==> config.mk <==
export PLATFORM = sky130hd
export DESIGN_NAME = inst_fetch_unit
export DESIGN_NICKNAME = d
export VERILOG_FILES = /design/src/rtl/inst_fetch_pkg.sv /design/src/rtl/ifu_fifo.sv /design/src/rtl/inst_fetch_unit.sv
export SDC_FILE = /design/constraint.sdc
export NUM_CORES = 1
export LEC_CHECK = 0
export BUFFER_PORTS_ARGS = -buffer_cell sky130_fd_sc_hd__buf_2
export CORE_MARGIN = 2
export CORE_UTILIZATION = 40
export CTS_CLUSTER_SIZE = 20
export DETAILED_ROUTE_END_ITERATION = 6
export PLACE_DENSITY_LB_ADDON = 0.25
export SLEW_MARGIN = 20
export SYNTH_ARGS = -nofsm -noshare
export SYNTH_HDL_FRONTEND = slang
export SYNTH_HIERARCHICAL = 1
export SYNTH_SLANG_ARGS = --single-unit
==> constraint.sdc <==
create_clock -name i_clk -period 10.7 [get_ports i_clk]
set_input_delay 2.14 -clock i_clk [delete_from_list [all_inputs] [get_ports i_clk]]
set_output_delay 2.14 -clock i_clk [all_outputs]
set_load 0.005 [all_outputs]
==> src/rtl/inst_fetch_pkg.sv <==
// Shared state encoding, default widths and halt opcode for the instruction fetch unit.
package inst_fetch_pkg;
    localparam int DEFAULT_ADDR_W     = 64;
    localparam int DEFAULT_INST_W     = 32;
    localparam int DEFAULT_FIFO_DEPTH = 4;

    localparam logic [31:0] HALT_OPCODE = 32'hFFFF_FFFF;

    typedef enum logic [1:0] {
        ST_RESET,
        ST_FETCH,
        ST_DRAIN,
        ST_HALT
    } ifu_state_e;
endpackage

==> src/rtl/ifu_fifo.sv <==
// Synchronous fetch buffer holding {pc, inst} entries with push, pop, clear and occupancy count.
module ifu_fifo
    import inst_fetch_pkg::*;
#(
    parameter int DEPTH = DEFAULT_FIFO_DEPTH,
    parameter int WIDTH = DEFAULT_ADDR_W + DEFAULT_INST_W
) (
    input  logic                       i_clk,
    input  logic                       i_rst_n,
    input  logic                       i_push,
    input  logic                       i_pop,
    input  logic                       i_clear,
    input  logic [WIDTH-1:0]           i_wdata,
    output logic [WIDTH-1:0]           o_rdata,
    output logic [$clog2(DEPTH):0]     o_count
);
    localparam int PTR_W = $clog2(DEPTH);
    localparam int CNT_W = PTR_W + 1;

    logic [WIDTH-1:0] mem_q [DEPTH];
    logic [PTR_W-1:0] wr_ptr_q, wr_ptr_d;
    logic [PTR_W-1:0] rd_ptr_q, rd_ptr_d;
    logic [CNT_W-1:0] count_q, count_d;

    // Clear wins over a same-cycle pop so a redirect always leaves the buffer empty.
    always_comb begin
        wr_ptr_d = wr_ptr_q;
        rd_ptr_d = rd_ptr_q;
        count_d  = count_q;
        if (i_clear) begin
            wr_ptr_d = '0;
            rd_ptr_d = '0;
            count_d  = '0;
        end else begin
            if (i_push) wr_ptr_d = wr_ptr_q + PTR_W'(1);
            if (i_pop)  rd_ptr_d = rd_ptr_q + PTR_W'(1);
            count_d = count_q + CNT_W'(i_push) - CNT_W'(i_pop);
        end
    end

    always_ff @(posedge i_clk or negedge i_rst_n) begin
        if (!i_rst_n) begin
            wr_ptr_q <= '0;
            rd_ptr_q <= '0;
            count_q  <= '0;
        end else begin
            wr_ptr_q <= wr_ptr_d;
            rd_ptr_q <= rd_ptr_d;
            count_q  <= count_d;
        end
    end

    always_ff @(posedge i_clk) begin
        if (i_push && !i_clear) mem_q[wr_ptr_q] <= i_wdata;
    end

    assign o_rdata = mem_q[rd_ptr_q];
    assign o_count = count_q;
endmodule

==> src/rtl/inst_fetch_unit.sv <==
// Instruction fetch unit: issues sequential fetches, buffers responses, handles redirects.
// Optional end-of-program detection is enabled with the IFU_HALT_DETECT_EN macro.
module inst_fetch_unit
    import inst_fetch_pkg::*;
#(
    parameter int                ADDR_W     = DEFAULT_ADDR_W,
    parameter int                INST_W     = DEFAULT_INST_W,
    parameter int                FIFO_DEPTH = DEFAULT_FIFO_DEPTH,
    parameter logic [ADDR_W-1:0] RESET_PC   = '0
) (
    input  logic              i_clk,
    input  logic              i_rst_n,
    output logic              o_imem_valid,
    output logic [ADDR_W-1:0] o_imem_addr,
    input  logic              i_imem_valid,
    input  logic [INST_W-1:0] i_imem_inst,
    output logic              o_inst_valid,
    output logic [INST_W-1:0] o_inst,
    output logic [ADDR_W-1:0] o_inst_pc,
    input  logic              i_inst_ready,
    input  logic              i_redirect,
    input  logic [ADDR_W-1:0] i_redirect_pc,
    output logic              o_halted
);
    localparam int CNT_W  = $clog2(FIFO_DEPTH) + 1;
    localparam int DATA_W = ADDR_W + INST_W;

    ifu_state_e        state_q, state_d;
    logic [ADDR_W-1:0] pc_q, pc_d;
    logic [ADDR_W-1:0] req_pc_q, req_pc_d;
    logic              req_q, req_d;
    logic [CNT_W-1:0]  fifo_count;
    logic [DATA_W-1:0] fifo_rdata;
    logic              issue, resp_ok, halt_hit, push, pop, inst_valid;

    // Memory answers exactly one cycle later, so a single flag tracks the outstanding request;
    // a response landing in a redirect cycle or outside FETCH is dropped.
    always_comb begin
        issue    = (state_q == ST_FETCH) && !i_redirect
                   && ((fifo_count + CNT_W'(req_q)) < CNT_W'(FIFO_DEPTH));
        resp_ok  = i_imem_valid && req_q && (state_q == ST_FETCH) && !i_redirect;
`ifdef IFU_HALT_DETECT_EN
        halt_hit = resp_ok && (i_imem_inst == INST_W'(HALT_OPCODE));
`else
        halt_hit = 1'b0;
`endif
        push       = resp_ok && !halt_hit;
        inst_valid = (fifo_count != '0);
        pop        = inst_valid && i_inst_ready;
    end

    always_comb begin
        state_d  = state_q;
        pc_d     = pc_q;
        req_d    = issue;
        req_pc_d = req_pc_q;
        if (issue) begin
            pc_d     = pc_q + ADDR_W'(4);
            req_pc_d = pc_q;
        end
        case (state_q)
            ST_RESET: state_d = ST_FETCH;
            ST_FETCH: if (halt_hit) state_d = ST_DRAIN;
            ST_DRAIN: if (!inst_valid && !req_q) state_d = ST_HALT;
            default:  state_d = state_q;
        endcase
        if (i_redirect) begin
            state_d = ST_FETCH;
            pc_d    = i_redirect_pc;
        end
    end

    always_ff @(posedge i_clk or negedge i_rst_n) begin
        if (!i_rst_n) begin
            state_q  <= ST_RESET;
            pc_q     <= RESET_PC;
            req_pc_q <= '0;
            req_q    <= 1'b0;
        end else begin
            state_q  <= state_d;
            pc_q     <= pc_d;
            req_pc_q <= req_pc_d;
            req_q    <= req_d;
        end
    end

    ifu_fifo #(
        .DEPTH (FIFO_DEPTH),
        .WIDTH (DATA_W)
    ) u_fifo (
        .i_clk   (i_clk),
        .i_rst_n (i_rst_n),
        .i_push  (push),
        .i_pop   (pop),
        .i_clear (i_redirect),
        .i_wdata ({req_pc_q, i_imem_inst}),
        .o_rdata (fifo_rdata),
        .o_count (fifo_count)
    );

    assign o_imem_valid = issue;
    assign o_imem_addr  = pc_q;
    assign o_inst_valid = inst_valid;
    assign o_inst       = inst_valid ? fifo_rdata[INST_W-1:0] : '0;
    assign o_inst_pc    = inst_valid ? fifo_rdata[DATA_W-1:INST_W] : '0;
`ifdef IFU_HALT_DETECT_EN
    assign o_halted     = (state_q == ST_HALT);
`else
    assign o_halted     = 1'b0;
`endif
endmodule

Word-level counts from Yosys, hierarchy flattened
Memories as Yosys holds them, arrays and structs flattened.
Cells that the tools add are included.
- add/subtract/negate cells: 6
- multiplexer cells: 14
- reductions and logical operators: 18
- eq/ne operators: 3
- $lt $le $gt $ge: 1
- operators by type and width (operator ; count):
    $mux 64 ; 3
    $add 64x3->64 const B ; 1
    $mux 32 ; 1
    $mux 2 ; 6
    $logic_and 1x1->1 ; 8
    $add 3x1->3 ; 2
    $reduce_bool 2->1 ; 3
    $reduce_bool 3->1 ; 2
    $add 2x1->2 const B ; 2
    $pmux 2 s2 ; 1
    $logic_not 1->1 ; 3
    $lt 3x3->1 const B ; 1
    $mux 3 ; 1
    $ne 3x3->1 const B ; 1
    $sub 3x1->3 ; 1
    $eq 2x1->1 const B ; 1
    $eq 2x2->1 const B ; 1
    $logic_not 2->1 ; 1
    $mux 1 ; 2
    $reduce_and 2->1 ; 1
- input port bits: 101
- bits in writable memories: 384
- register bits after elaboration: 138
- logic and storage cells: 50
- output and inout port bits: 163
- memories: 1
- memory list (memory ; depth ; width ; read ports ; clocked after memory_dff ; write ports ; RTL line ; text):
    u_fifo.mem_q ; 4 ; 96 ; 1 ; 0 ; 1 ; ifu_fifo.sv:20 ; logic [WIDTH-1:0] mem_q [DEPTH];

Longest topological paths before layout
- depth in word-level cells: 6
- mapped depth: 11
- gate-level depth less buffers: 9

By module
Netlist, hierarchy kept.
- modules (own cells, without submodules) (module ; times used ; cells an instance ; area each (um^2) ; seq. area each (um^2)):
    ifu_fifo ; 1 ; 539 ; 14262.4 ; 11706.2
    inst_fetch_unit ; 1 ; 866 ; 7318.3 ; 3278.1

Least setup slack after synthesis
Ideal clock, no wire load.
- path type: input to register
- from: input port i_redirect
- to: memory u_fifo/mem_q[0][0] (netlist bit), enable pin
- setup time: 0.466 ns
- stages: 4
- buffers on the path: 0
- slack: 4.976 ns
- arrival time: 5.258 ns
- required time: 10.234 ns
- path through: or3b_1 nor2_1 nor2b_1 and2_1
- cells in the longest elaborated chain, start to end: 5
- RTL lines (element ; RTL line ; text):
    start: declaration ; inst_fetch_unit.sv:21 ; input logic i_redirect,
    $logic_not 1->1 ; inst_fetch_unit.sv:41 ; resp_ok = i_imem_valid && req_q && (state_q == ST_FETCH) && !i_redirect;
    $logic_and 1x1->1 ; inst_fetch_unit.sv:41 ;
    named net push ; inst_fetch_unit.sv:34 ; logic issue, resp_ok, halt_hit, push, pop, inst_valid;
    $logic_and 1x1->1 ; ifu_fifo.sv:54 ; if (i_push && !i_clear) mem_q[wr_ptr_q] <= i_wdata;
    $mux 1 ; ifu_fifo.sv:54 ;
    $mux 1 (implied by the code) ; ifu_fifo.sv:54 ;
    end: declaration ; ifu_fifo.sv:20 ;
The timed path passes the listed nets, and every way through them passes these cells.

Final worst setup path
- from: input port i_redirect
- to: output port o_imem_valid
- cells in the longest elaborated chain, start to end: 3
- RTL lines (element ; RTL line ; text):
    $logic_not 1->1 ; inst_fetch_unit.sv:39 ; issue = (state_q == ST_FETCH) && !i_redirect
    $logic_and 1x1->1 ; inst_fetch_unit.sv:39 ;
    $logic_and 1x1->1 ; inst_fetch_unit.sv:40 ; && ((fifo_count + CNT_W'(req_q)) < CNT_W'(FIFO_DEPTH));
    end: declaration ; inst_fetch_unit.sv:13 ; output logic o_imem_valid,
Every way passes these cells.

==> results.txt <==
----------------------------------------------------
[Worst setup path]
  Count of cell instances traversed by the critical path ... 5
  Most frequent cell on the critical path ... buf_2
  Flop-to-flop setup slack ... 7.25 ns
  Cell-by-cell listing of the critical path ... buf_2, or3b_1, a21o_4, inv_4, buf_2
  Slowest stage delay, CP ... 0.49 ns
  Kind of capture point of the worst setup path ... output pin
  Slowest stage cell on the critical path ... or3b_1
  Worst Reg-to-Reg Cells ... 7
  Worst reg2reg path startpoint ... state_q[1]
  CP Launch Type ... input port
  Critical path's top delay family ... buffers and inverters
  Start-to-end type of the worst setup path ... in -> out
  CP max FO ... 52
  Buf/Inv on CP ... 3
  R2R Path End ... o_imem_addr[50]
  WP data arrival ... ~4.0 ns
  Data required time of the worst path ... ~8.6 ns

[Timing]
  Post-route clock period utilization ... 0.573
  Total negative setup slack ... 0 ns
  Highest attainable clock frequency ... 0.163 GHz
  Count of pins over their slew limit ... 0
  Post-route minimum period ... 6.13 ns
  Setup repair after global routing missed its margin ... false
  Clock tree skew after final layout ... approximately 0.018 ns
  Final hold violation count ... 0
  Number of setup violations in the final report ... 0
  Pin slew with the least headroom to its limit ... around 1.1 ns
  Max_slew headroom ... 0.271

[Status]
  Result of the run ... finished, final reports clean

[Synthesis]
  Synth Instances ... 1405
  Mean area per synthesized cell ... approximately 15 um2
  Share of the synthesized area in the top cell type ... 0.534
  Share of flip-flops with an asynchronous set or reset ... 0.264
  Number of distinct library cell variants in the gate-level netlist after synthesis ... 66
  Fraction of the yosys area taken by sequential cells ... 0.694
  Syn nets ... 1514
  Leading post-synthesis cells by instance count ... 384 x edfxtp_1, 246 x nand2_1, 138 x dfrtp_1, 107 x and2_1, 96 x mux4_2
  Largest area contributor in the netlist ... edfxtp_1
  Number of synthesized flops with an enable pin ... 384
  Yosys warning count ... 6
  Library cell with the highest instance count after synthesis ... edfxtp_1
  Predominant post-synthesis flop cell ... edfxtp_1
  Cells taking the most area after synthesis ... edfxtp_1 53%, dfrtp_1 16%, mux4_2 10%, nand2_1 4.3%, and2_1 3.1%
  Post-synthesis register bit count ... 522
  Post-synthesis instance area ... ~22000 um2

[Pwr]
  Peak VDD IR ... 0.128 mV
  P_leak ... 9.53 nW
  Power Density ... 237 nW/um2

[Global route]
  Global-route wire length before repair ... roughly 83000 um
  GRT overflow ... 0
  Via count of the first global-routing pass ... between 10000 and 15000
  Pin count of the biggest net entering global routing ... 75
  Number of antenna violations at the first check in global routing ... 0
  Total routing usage reported by global routing ... 0.196

[Placement]
  Final weighted congestion in routability-driven placement ... 0.796
  Quantity of I/O buffers inserted on ports ... between 200 and 300
  Post-placement cell area ... 23600 um2
  Dpl hpwl ... 33200 um

[Route]
  ANT nets after route ... 0
  Post-detailed-routing wire length ... 54500 um
  Number of vias in the routed layout ... approximately 13000
  DRC violations left ... 0
  Avg WL per Cell ... between 20 and 25 um
  Ratio of routed vias to standard cells ... ~5.5
  Iteration-0 DRC count of the detailed router ... between 800 and 900
  Number of search-and-repair iterations in the first detailed-routing pass ... 5

[Min path]
  WHS Endpoint ... state_q[0]
  Hold Path Cell Cnt ... 2
  Worst Hold Launch ... state_q[0]
  Tightest Hold Check Type ... reg -> reg

[Floorplan]
  Area of the placeable core ... 53600 um2
  Die area ... 55800 um2
  I/O pins ... approximately 260
  Row count ... 85
  Chip Height ... 236 um
  Chip Width ... 236 um
  Initial Utilization ... 0.403

[CTS]
  # resized after CTS ... 0
  Maximum level of the CTS H-tree ... 2
  Buffer levels on the longest clock path ... 3
  Clock root buffer ... clkbuf_16
  Clock tree from TritonCTS ... done
  Clock-pin slew of the registers on the worst-case setup and hold paths ... 0.06 ns
  Post CTS Setup Buffer Count ... 0
  Clk sink count ... 522
  Hold-fix buffers at CTS ... 0
  Total CTS buffers ... 54
  Clock network latency to the later pin of the worst-skew pair ... 0.60 ns

[Flow run]
  Max-cap violation count ... 0

[Cells and area]
  Fin nets ... about 1800
  Fraction of layout instances using a drive strength above 1 ... 0.283
  Growth of design area from synthesis to finish ... 17.7%
  Final Instance Area ... 25400 um2

----------------------------------------------------
## layout by cell type, fill, tap and decap left out, types with 4 or more instances in the layout
cell,instances
nand2_1,246
buf_4,16
or4_1,15
nor4_1,6
a221o_1,7
o311ai_1,13
ha_1,7
xnor2_1,4
clkinv_2,8
bufinv_16,4
o211ai_1,28
nand2b_1,4
o311ai_0,4
edfxtp_1,384
and3_1,8
buf_2,261
or3_1,9
clkbuf_1,18
nand4_1,27
dfrtp_1,136
inv_1,17
clkbuf_16,58
a31oi_1,9
a21o_1,5
mux2i_1,7
nor2b_1,5
and4_1,5
and2_4,4
clkinv_1,6
clkbuf_8,6
a21oi_1,15
mux4_2,96
nand3_1,45
nor2_1,26
nand4_2,6
nor3_1,6
o21ai_0,26
o21ai_1,4
and2_1,103
## routing by layer
metal	up-vias	GRT usage	routed length, um
met2	430	0.318	26200
met4	0	0.0616	1310
met1	6867	0.273	23900
met5	-	0	0
met3	84	0.0322	3080
li1	5892	-	-
## metrics by stage
step | setup slack [ns] | std cells | power [mW] | hold WS, ns | util
2_1_floorplan | 4.98 | 1405 | 3.55 | 0.445 | -
3_3_place_gp | 4.63 | 2304 | 4.17 | 0.458 | 0.439
3_5_place_dp | 4.58 | 2305 | 4.20 | 0.473 | 0.440
4_1_cts | 4.44 | 2406 | 6.11 | 0.488 | 0.473
5_1_grt | 4.22 | 2407 | 6.33 | 0.533 | 0.474
6_report | 4.57 | 2408 | 6.01 | 0.488 | 0.474
## area by class of cell
| class | instances | area, um2 |
|---|---|---|
| fill | 4714 | 28200 |
| clock buffer | 82 | 1600 |
| inverter | 18 | 70.1 |
| tap | 696 | 871 |
| multi-input combinational | 789 | 6180 |
| clock inverter | 19 | 191 |
| sequential | 522 | 15000 |
| timing repair buffer | 281 | 1500 |
| antenna | 1 | 2.50 |
## sequential cells by signal, summed over array words and instances, names as in the netlist
signal           flops
u_fifo/mem_q       384
o_imem_addr         64
req_pc_q            64
u_fifo/o_count       3
state_q              2
u_fifo/rd_ptr_q      2
u_fifo/wr_ptr_q      2
req_q                1
## report_power, final
part | internal (mW) | switching (mW)
Combinational | 0.644 | 0.718
Clock | 1.12 | 0.760
Sequential | 2.47 | 0.302
Total | 4.23 | 1.78
## cell families (layout without fill, tap and decap cells)
| group | Yosys count | in the layout | synth area share |
|---|---|---|---|
| AO/OA/AOI/OAI | 127 | 127 | 0.0409 |
| XOR/XNOR | 8 | 8 | 0.00388 |
| adder cells (fa/ha/maj) | 8 | 8 | 0.00499 |
| buffers and inverters | 94 | 400 | 0.0206 |
| flip-flops | 522 | 522 | 0.694 |
| multiplexers | 106 | 106 | 0.105 |
| other | 1 | 2 | 0.000174 |
| AND/OR/NAND/NOR | 539 | 539 | 0.130 |
## worst max-delay path by stage
stage                        from            endpoint  slack, ns
4_1_cts        u_fifo/rd_ptr_q[0]       o_inst_pc[29]       4.44
2_1_floorplan          i_redirect  u_fifo/mem_q[0][0]       4.98
6_report               i_redirect        o_imem_valid       4.57
5_1_grt        u_fifo/rd_ptr_q[0]       o_inst_pc[29]       4.22
3_3_place_gp           i_redirect        o_imem_valid       4.63
3_5_place_dp           i_redirect        o_imem_valid       4.58
## worst min-delay path: stages (launching register included)
cell and delay [ns]:
dfrtp_1 0.34, inv_1 0.04, o211ai_1 0.07
Note: power is estimated with default switching activity, not from simulation.
